<file path="config.mk">
export PLATFORM = sky130hd
export DESIGN_NAME = traffic_light_ped
export DESIGN_NICKNAME = d
export VERILOG_FILES = /design/src/rtl/traffic_light_ped.sv
export SDC_FILE = /design/constraint.sdc
export NUM_CORES = 1
export LEC_CHECK = 0
export BUFFER_PORTS_ARGS = -buffer_cell sky130_fd_sc_hd__buf_2
export CAP_MARGIN = 30
export CELL_PAD_IN_SITES_DETAIL_PLACEMENT = 0
export CELL_PAD_IN_SITES_GLOBAL_PLACEMENT = 1
export CORE_ASPECT_RATIO = 1.25
export CORE_UTILIZATION = 40
export CTS_CLUSTER_DIAMETER = 50
export DETAILED_ROUTE_END_ITERATION = 16
export PLACE_DENSITY = 0.69
export SLEW_MARGIN = 30
export SYNTH_ARGS = -nofsm -noshare
export SYNTH_HDL_FRONTEND = slang
export SYNTH_SLANG_ARGS = --single-unit
</file>
<file path="constraint.sdc">
create_clock -name clk -period 2.6 [get_ports clk]
set_clock_uncertainty 0.1 [all_clocks]
set_input_delay 0.13 -clock clk [delete_from_list [all_inputs] [get_ports clk]]
set_output_delay 0.13 -clock clk [all_outputs]
set_load 0.02 [all_outputs]
</file>
<file path="src/rtl/traffic_light_ped.sv">
// Highway/farm-road intersection controller with pedestrian walk phase and night flash mode.
// Latency: inputs pass a 2-flop synchronizer; lights follow the state register by one cycle.
// No backpressure: the controller free-runs; requests are latched or sampled as levels.
module traffic_light_ped #(
  parameter int HWY_GREEN_MIN  = 8,
  parameter int YELLOW_TIME    = 3,
  parameter int ALL_RED_TIME   = 2,
  parameter int FARM_GREEN_MAX = 10,
  parameter int FLASH_HALF     = 4,
  parameter int CNT_W          = 8
) (
  input  logic       clk,
  input  logic       rst_n,
  input  logic       sensor,
  input  logic       ped_req,
  input  logic       flash_mode,
  output logic [2:0] light_highway,
  output logic [2:0] light_farm,
  output logic       walk
);

  typedef enum logic [2:0] {
    HWY_GREEN   = 3'd0,
    HWY_YELLOW  = 3'd1,
    RED_A       = 3'd2,
    FARM_GREEN  = 3'd3,
    FARM_YELLOW = 3'd4,
    RED_B       = 3'd5,
    FLASH       = 3'd6
  } state_t;

  // Light encodings {red,yellow,green}
  localparam logic [2:0] L_RED = 3'b100;
  localparam logic [2:0] L_YEL = 3'b010;
  localparam logic [2:0] L_GRN = 3'b001;
  localparam logic [2:0] L_OFF = 3'b000;

  // Last timer value of each timed state (a state of duration D ends at timer D-1)
  localparam logic [CNT_W-1:0] HG_LAST = CNT_W'(HWY_GREEN_MIN - 1);
  localparam logic [CNT_W-1:0] YL_LAST = CNT_W'(YELLOW_TIME - 1);
  localparam logic [CNT_W-1:0] AR_LAST = CNT_W'(ALL_RED_TIME - 1);
  localparam logic [CNT_W-1:0] FG_LAST = CNT_W'(FARM_GREEN_MAX - 1);
  localparam logic [CNT_W-1:0] FH_LAST = CNT_W'(FLASH_HALF - 1);

  logic [2:0]       sync1;
  logic [2:0]       sync2;
  logic             sensor_s;
  logic             ped_s;
  logic             flash_s;
  state_t           state;
  logic [CNT_W-1:0] timer;
  logic             ped_pend;
  logic             ped_walk;
  logic             flash_on;

  assign sensor_s = sync2[2];
  assign ped_s    = sync2[1];
  assign flash_s  = sync2[0];

  // Two-flop synchronizers for the asynchronous request inputs
  always_ff @(posedge clk or negedge rst_n) begin
    if (!rst_n) begin
      sync1 <= 3'b000;
      sync2 <= 3'b000;
    end else begin
      sync1 <= {sensor, ped_req, flash_mode};
      sync2 <= sync1;
    end
  end

  // Phase sequencer, pedestrian latch and registered light decode of the current state
  always_ff @(posedge clk or negedge rst_n) begin
    if (!rst_n) begin
      state         <= HWY_GREEN;
      timer         <= '0;
      ped_pend      <= 1'b0;
      ped_walk      <= 1'b0;
      flash_on      <= 1'b0;
      light_highway <= L_GRN;
      light_farm    <= L_RED;
      walk          <= 1'b0;
    end else begin
      // Request latch; the FARM_GREEN entry below overrides a coincident set
      if (ped_s) ped_pend <= 1'b1;

      case (state)
        HWY_GREEN: begin
          if (timer >= HG_LAST) begin
            if (sensor_s || ped_pend || flash_s) begin
              state <= HWY_YELLOW;
              timer <= '0;
            end else begin
              timer <= timer;  // saturate while holding green indefinitely
            end
          end else begin
            timer <= timer + 1'b1;
          end
        end
        HWY_YELLOW: begin
          if (timer == YL_LAST) begin
            state <= RED_A;
            timer <= '0;
          end else timer <= timer + 1'b1;
        end
        RED_A: begin
          if (timer == AR_LAST) begin
            timer <= '0;
            if (flash_s) begin
              state    <= FLASH;
              flash_on <= 1'b1;
            end else begin
              state    <= FARM_GREEN;
              ped_walk <= ped_pend;  // walk phase decided once, at entry
              ped_pend <= 1'b0;
            end
          end else timer <= timer + 1'b1;
        end
        FARM_GREEN: begin
          if (flash_s || (timer == FG_LAST) || (!sensor_s && !ped_walk)) begin
            state <= FARM_YELLOW;
            timer <= '0;
          end else timer <= timer + 1'b1;
        end
        FARM_YELLOW: begin
          if (timer == YL_LAST) begin
            state <= RED_B;
            timer <= '0;
          end else timer <= timer + 1'b1;
        end
        RED_B: begin
          if (timer == AR_LAST) begin
            timer <= '0;
            if (flash_s) begin
              state    <= FLASH;
              flash_on <= 1'b1;
            end else begin
              state <= HWY_GREEN;
            end
          end else timer <= timer + 1'b1;
        end
        FLASH: begin
          if (!flash_s) begin
            state <= RED_B;
            timer <= '0;
          end else if (timer == FH_LAST) begin
            timer    <= '0;
            flash_on <= ~flash_on;
          end else timer <= timer + 1'b1;
        end
        default: begin
          // Unused code: recover through an all-red clearance
          state <= RED_B;
          timer <= '0;
        end
      endcase

      // Lights decode the state held during this cycle, so they trail it by one clock
      walk <= 1'b0;
      case (state)
        HWY_GREEN:   begin light_highway <= L_GRN; light_farm <= L_RED; end
        HWY_YELLOW:  begin light_highway <= L_YEL; light_farm <= L_RED; end
        FARM_GREEN:  begin
          light_highway <= L_RED;
          light_farm    <= L_GRN;
          walk          <= ped_walk;
        end
        FARM_YELLOW: begin light_highway <= L_RED; light_farm <= L_YEL; end
        FLASH: begin
          light_highway <= flash_on ? L_YEL : L_OFF;
          light_farm    <= flash_on ? L_RED : L_OFF;
        end
        default:     begin light_highway <= L_RED; light_farm <= L_RED; end
      endcase
    end
  end

endmodule

</file>
==> summary.md, run 1 <==
| Metric | Value |
|---|---|
| Status | complete, no violations |
| Die X-Extent | approximately 53 µm |
| Vias in the first global route | around 900 |
| HP Class | input pin to async pin |
| Period minus WS final | roughly 2300 ps |
| Most used DFF post-synth | dfrtp_1 |
| Share of the synthesized area in the top cell type | a little under half |
| Final worst slack | 269 ps |
| Endpoints failing hold | 0 |
| CP max stage delay | around 570 ps |
| Register bit count reported by yosys | 27 |
| Worst EP required | 2730 ps |
| Critical Path Sink Type | register |
| Part of the cycle the worst path needs | between 80% and 90% |
| Ratio of cells with drive above 1 in the final layout | a little under a fifth |
| # DRC | 0 |
| Cell internal pwr | 915 µW |
| Top cells by count, synth | dfrtp_1, nand2_1, nor2_1, o21ai_0, a21oi_1 |
| Top cells by area, synth | dfrtp_1, dfstp_2, o21ai_0 |
| Mean post-synth cell area | between 10 and 15 µm² |
| P&R area growth vs syn | 11.2% |
| Setup crit start kind | register |
| PortBufs | 11 |
| Most common cell in the synthesized netlist | dfrtp_1 |
| Syn_nets | 135 |
| HPWL Detailed | ~1800 µm |
| Filler cells | between 300 and 400 |
| Max Slew Vio Count | 0 |
| # H-tree levels | 1 |
| Vias | about 1,000 |
| Sequential share of power | a little over two fifths |
| Relative slew slack | approximately three fifths |
| Clk_lat worst skew | roughly 320 ps |
| Sw Ratio | approximately 42% |
| Root Buffer | clkbuf_4 |
| Final GP Congestion | 0.764 |
| TritonCTS Sinks | 27 |
| WL/cell | 14.3 µm |
| Pre-CTS setup slack | ~280 ps |
| Fin Hold WS | ~220 ps |
| Placed cell count | around 170 |
| Largest net degree at the start of global routing | 28 |
| # IOs | 12 |
| Logic pwr share | between 40% and 50% |
| Layout Nets | 152 |
| Max clock buf depth | 2 |
| Clk pin slew, worst setup/hold paths | roughly 140 ps |
| Fraction of registers with async set/reset | between 90% and 100% |
| Multi-input gate area | 586 µm² |
| Non-Filler Instances | approximately 180 |
| NetSw | approximately 670 µW |
| Power Density | approximately 1100 nW/µm² |
| Max Clk Rate | between 400 and 500 MHz |
| Sequential element share of the synthesized area | around half |
| CP delay by family, top | simple AND/OR/NAND/NOR gates |
| Post-synthesis cell area | 1320 µm² |
| Initial DRC Count | 30 |
| Setup Viol. Count Final | 0 |
| Core box area | 3030 µm² |
| Util after Layout | 48.4% |
| Slowest-stage cell, CP | or4_4 |
| Warnings, synthesis | 0 |
| Antenna violations before repair | 0 |
| GRT overflow | 0 |
| FF+latch area | roughly 680 µm² |
| DR pass1 iterations | 4 |
| Critical path arrival | between 2000 and 2500 ps |
| Final setup TNS | 0 ps |
| Global-route usage over all layers | ~18% |
| First-pass GRT wire length | about 4400 µm |
| N_diodes | 0 |
| CTS tree | done |
| Die Y | ~66 µm |
| Max-Cap Viols | 0 |
| Worst slew pin tran | about 580 ps |
| Post-synth EDFFs | 0 |
| DRT Wirelength | around 2600 µm |
| RSZ-0062 raised after global routing | false |
| Synth cell types | between 40 and 50 |
| Crit path kind | register to register |
| Initial core utilization | between 40 and 50% |
| CTS Buf Count | 3 |
| Dominant cell type by area after synthesis | dfrtp_1 |
| Peak supply drop | approximately 0.52 mV |
| Post-CTS setup buffer count | 0 |
| Worst Path Max Fanout | 8 |
| Crit path buffers/inverters | 0 |
| Row cnt | 22 |
| Clock share of power | 11.3% |
| Post-CTS Resized | 0 |
| Antenna Nets Post-Route | 0 |
| Worst path cell trace | or4_4 -> nor4b_1 -> o211a_1 -> and3_1 -> nor2b_4 -> o21ai_1 |
| Vias/cell | around 5.5 |
| Leakage power | around 0.00067 µW |
| Die footprint | approximately 3500 µm² |
| Post-Syn Instances | 127 |
[cells by family (layout without fill, tap and decap cells)]
group                      count (synthesis)  after routing  share of synthesized area (%)
and+or+nand+nor                           49             49                           21.7
AOI/OAI and AO/OA                         32             32                           15.6
DFF                                       27             27                           51.5
buffers and inverters                     10             26                           4.08
xor gates and xnor gates                   4              4                           2.66
adders and majority gates                  3              3                           2.85
muxes                                      2              2                           1.61
[stage by stage]
| step | area, µm² | power, µW |
|---|---|---|
| 2_1_floorplan | 1320 | 1290 |
| 5_1_grt | 1470 | 1730 |
| 6_report | 1470 | 1580 |
| 3_5_place_dp | 1400 | 1410 |
| 4_1_cts | 1470 | 1600 |
| 3_3_place_gp | 1400 | 1400 |
[state kept, by name, summed over array words and instances (netlist names), 3 cells and up]
| register | flops |
|---|---|
| sync2 | 3 |
| state | 3 |
| sync1 | 3 |
| light_farm | 3 |
| light_highway | 3 |
| timer | 8 |
[cells in the final DEF (no fill, tap or decap), types with 2 or more instances in the layout]
| master | n |
|---|---|
| a211oi_1 | 2 |
| o21ai_0 | 9 |
| buf_4 | 2 |
| o22a_1 | 2 |
| nand4_1 | 3 |
| clkbuf_4 | 3 |
| dlygate4sd3_1 | 4 |
| o21bai_1 | 2 |
| or4_1 | 2 |
| nor2_1 | 9 |
| and3_1 | 2 |
| dfstp_2 | 2 |
| o211ai_1 | 2 |
| nand3_1 | 6 |
| dfrtp_1 | 25 |
| nand2b_1 | 2 |
| inv_1 | 5 |
| ha_1 | 3 |
| nor3_1 | 4 |
| a21oi_1 | 7 |
| nand2_1 | 10 |
| xor2_1 | 3 |
| buf_2 | 11 |
[metal layers]
layer | wire length [µm] | vias to the layer above | GRT usage, % | part of all wire, %
met5 | 0 | - | 0 | 0
met4 | 36 | 0 | 7.89 | 1.4
met3 | 37 | 4 | 2.07 | 1.5
met2 | 1320 | 8 | 29.1 | 52
met1 | 1160 | 476 | 22.4 | 46
li1 | - | 489 | - | -
[power groups by stage]
stage	clock, µW	sequential, µW	combinational, µW
after floorplan	0	680	605
after global routing	212	715	801
final	179	689	712
after global placement	0	696	702
after detailed placement	0	700	706
after CTS	191	691	716
[worst register-to-register path, stage by stage, from the launching register on]
cell and delay [ps]:
dfrtp_1 450, or4_4 570, nor4b_1 280, o211a_1 220, and3_1 320, nor2b_4 220, o21ai_1 70
[layout make-up]
| cell class | instances | area share (%) |
|---|---|---|
| Clock inverter | 1 | 0.342 |
| Sequential cell | 27 | 46.3 |
| Multi-Input combinational cell | 90 | 40.0 |
| Inverter | 5 | 1.28 |
| Tap cell | 36 | 3.07 |
| Clock buffer | 3 | 1.54 |
| Timing Repair Buffer | 17 | 7.51 |
[worst paths after layout]
path                            end  startpoint  slack (ps)  cells after the start
max                        timer[5]    timer[4]         270                      6
min                        state[2]       rst_n         220                      2
max reg2reg                timer[5]    timer[4]         270                      6
min reg2reg                sync2[0]    sync1[0]         270                      0
max in group asynchronous  timer[0]       rst_n        1810                      2
min in group clk           sync2[0]    sync1[0]         270                      0
[repair_timing]
item | in CTS | in global routing
setup endpoints to repair | 0 | 0
hold buffers | 4 | 0
hold endpoints to repair | 28 | 0
Power figures use the tool's default switching activity.
==> run 2, diff against run 1 <==
--- a/config.mk
+++ b/config.mk
@@ -13,7 +13,7 @@
 export CORE_UTILIZATION = 40
 export CTS_CLUSTER_DIAMETER = 50
 export DETAILED_ROUTE_END_ITERATION = 16
-export PLACE_DENSITY = 0.69
+export PLACE_DENSITY = 0.72
 export SLEW_MARGIN = 30
 export SYNTH_ARGS = -nofsm -noshare
 export SYNTH_HDL_FRONTEND = slang
==> summary.md, run 2 (synthesized netlist as in run 1, its figures left out) <==
| Metric | Value |
|---|---|
| # DRC | 0 |
| Root Buffer | clkbuf_4 |
| Die footprint | 3530 µm² |
| Leakage power | between 0.0006 and 0.0007 µW |
| DR pass1 iterations | 4 |
| Final GP Congestion | a little under 0.8 |
| First-pass GRT wire length | 4480 µm |
| # H-tree levels | 1 |
| Worst r2r src | timer[4] |
| P&R area growth vs syn | 10.5% |
| CTS Buf Count | 3 |
| Most common cell after layout, fill and taps aside | dfrtp_1 |
| Power Density | 1090 nW/µm² |
| NetSw | 676 µW |
| FF+latch area | 678 µm² |
| Row cnt | 22 |
| Slowest-stage cell, CP | or4_4 |
| DRT Wirelength | about 2500 µm |
| Max clock buf depth | 2 |
| Clk_lat worst skew | 320 ps |
| Die Y | 66.2 µm |
| Initial DRC Count | 24 |
| Design Power | around 1600 µW |
| Setup Viol. Count Final | 0 |
| Register name with the most flops | timer |
| Max-Cap Viols | 0 |
| Clock share of power | approximately 11% |
| Sequential share of power | 43.6% |
| Worst path cell trace | or4_4 -> or3_4 -> nand4_1 -> and3_1 -> nor2b_4 -> o21ai_1 |
| Global-route usage over all layers | 17.4% |
| Worst slew pin tran | around 570 ps |
| Sw Ratio | around 43% |
| Initial core utilization | roughly 44% |
| Antenna Nets Post-Route | 0 |
| # IOs | 12 |
| Cell internal pwr | between 900 and 1000 µW |
| Period minus WS final | 2350 ps |
| Pre-CTS setup slack | between 200 and 300 ps |
| Endpoints failing hold | 0 |
| Max Clk Rate | roughly 430 MHz |
| Most frequent cells in the layout | dfrtp_1, buf_2, nand2_1 |
| Ratio of cells with drive above 1 in the final layout | 16.9% |
| PortBufs | 11 |
| Antenna violations before repair | 0 |
| Largest net degree at the start of global routing | 28 |
| Critical Path Sink Type | register |
| Max Slew Vio Count | 0 |
| Filler cells | a little under 300 |
| Peak supply drop | roughly 0.54 mV |
| R2R cell count | 6 |
| Status | complete, no violations |
| Final setup TNS | 0 ps |
| Logic pwr share | 45.0% |
| Relative slew slack | 61.7% |
| GRT overflow | 0 |
| HP Class | input pin to async pin |
| Vias/cell | 5.49 |
| RSZ-0062 raised after global routing | false |
| N_diodes | 0 |
| Die X-Extent | around 53 µm |
| Vias | just under 1,000 |
| Part of the cycle the worst path needs | 90.2% |
| Core box area | ~3000 µm² |
| Final worst slack | about 250 ps |
| Layout Nets | 151 |
| TritonCTS Sinks | 27 |
| CTS tree | done |
| WL/cell | between 10 and 15 µm |
| Multi-input gate area | just under 600 µm² |
| Clk pin slew, worst setup/hold paths | about 150 ps |
| Util after Layout | 48.1% |
| Worst Path Max Fanout | 8 |
| CP max stage delay | 580 ps |
| HPWL Detailed | between 1500 and 2000 µm |
| Post-CTS setup buffer count | 0 |
| Crit path kind | register to register |
| Critical path arrival | ~2500 ps |
| Max reg flops | 8 |
| Worst Setup SP | timer[4] |
| Setup crit start kind | register |
| Vias in the first global route | ~1,000 |
| Worst EP required | 2730 ps |
[run 2: changes by cell type in the layout (fill, tap and decap cells not counted)]
cell / change
buf_4: -1
clkinv_2: -1
clkbuf_1: +1
[run 2: metrics by stage]
| stage | hold WS, ps | instances | cell area, µm² |
|---|---|---|---|
| final | 208 | 178 | 1460 |
| after detailed placement | 67.5 | 170 | 1390 |
| after floorplan | -266 | 127 | 1320 |
| after CTS | 240 | 178 | 1460 |
| after global placement | 57.0 | 170 | 1390 |
| after global routing | 269 | 178 | 1460 |
[run 2: layout make-up]
class                   count  area share (%)
clock buffers               4            1.80
inverters                   5            1.29
multi-input cells          90            40.2
flip-flops and latches     27            46.6
well taps                  36            3.09
repair buffers             16            7.04
[run 2: worst max-delay path: cells and delay by family, from the launching register on]
kind,cells,cell delay (ps)
flip-flops,1,460
AND/OR/NAND/NOR,5,1630
AO/OA/AOI/OAI,1,70
[run 2: final timing paths]
check | end | slack [ps]
worst max-delay path | timer[5] | 250
min in group clk | sync2[1] | 260
worst min register to register | sync2[1] | 260
max in group asynchronous | light_farm[2] | 1800
worst max register to register | timer[5] | 250
worst min-delay path | sync2[0] | 210
[run 2: power by group through the flow]
stage	registers, µW	clock network, µW	logic (µW)
floorplan	680	0	605
global placement	698	0	693
detailed placement	706	0	712
CTS	696	189	721
global route	722	206	809
finish	693	181	716
[run 2: per-layer routing]
metal | vias up | global-route usage (%) | wire (µm)
met4 | 0 | 8.55 | 59
met1 | 473 | 21.1 | 1170
met5 | - | 0 | 0
met3 | 8 | 2.76 | 61
met2 | 15 | 29.1 | 1250
li1 | 481 | - | -
[run 2: what timing repair did]
item,CTS,global route
endpoints found under the hold margin,28,0
hold buffers,4,0
gates resized for setup,0,0
endpoints found under the setup margin,0,0
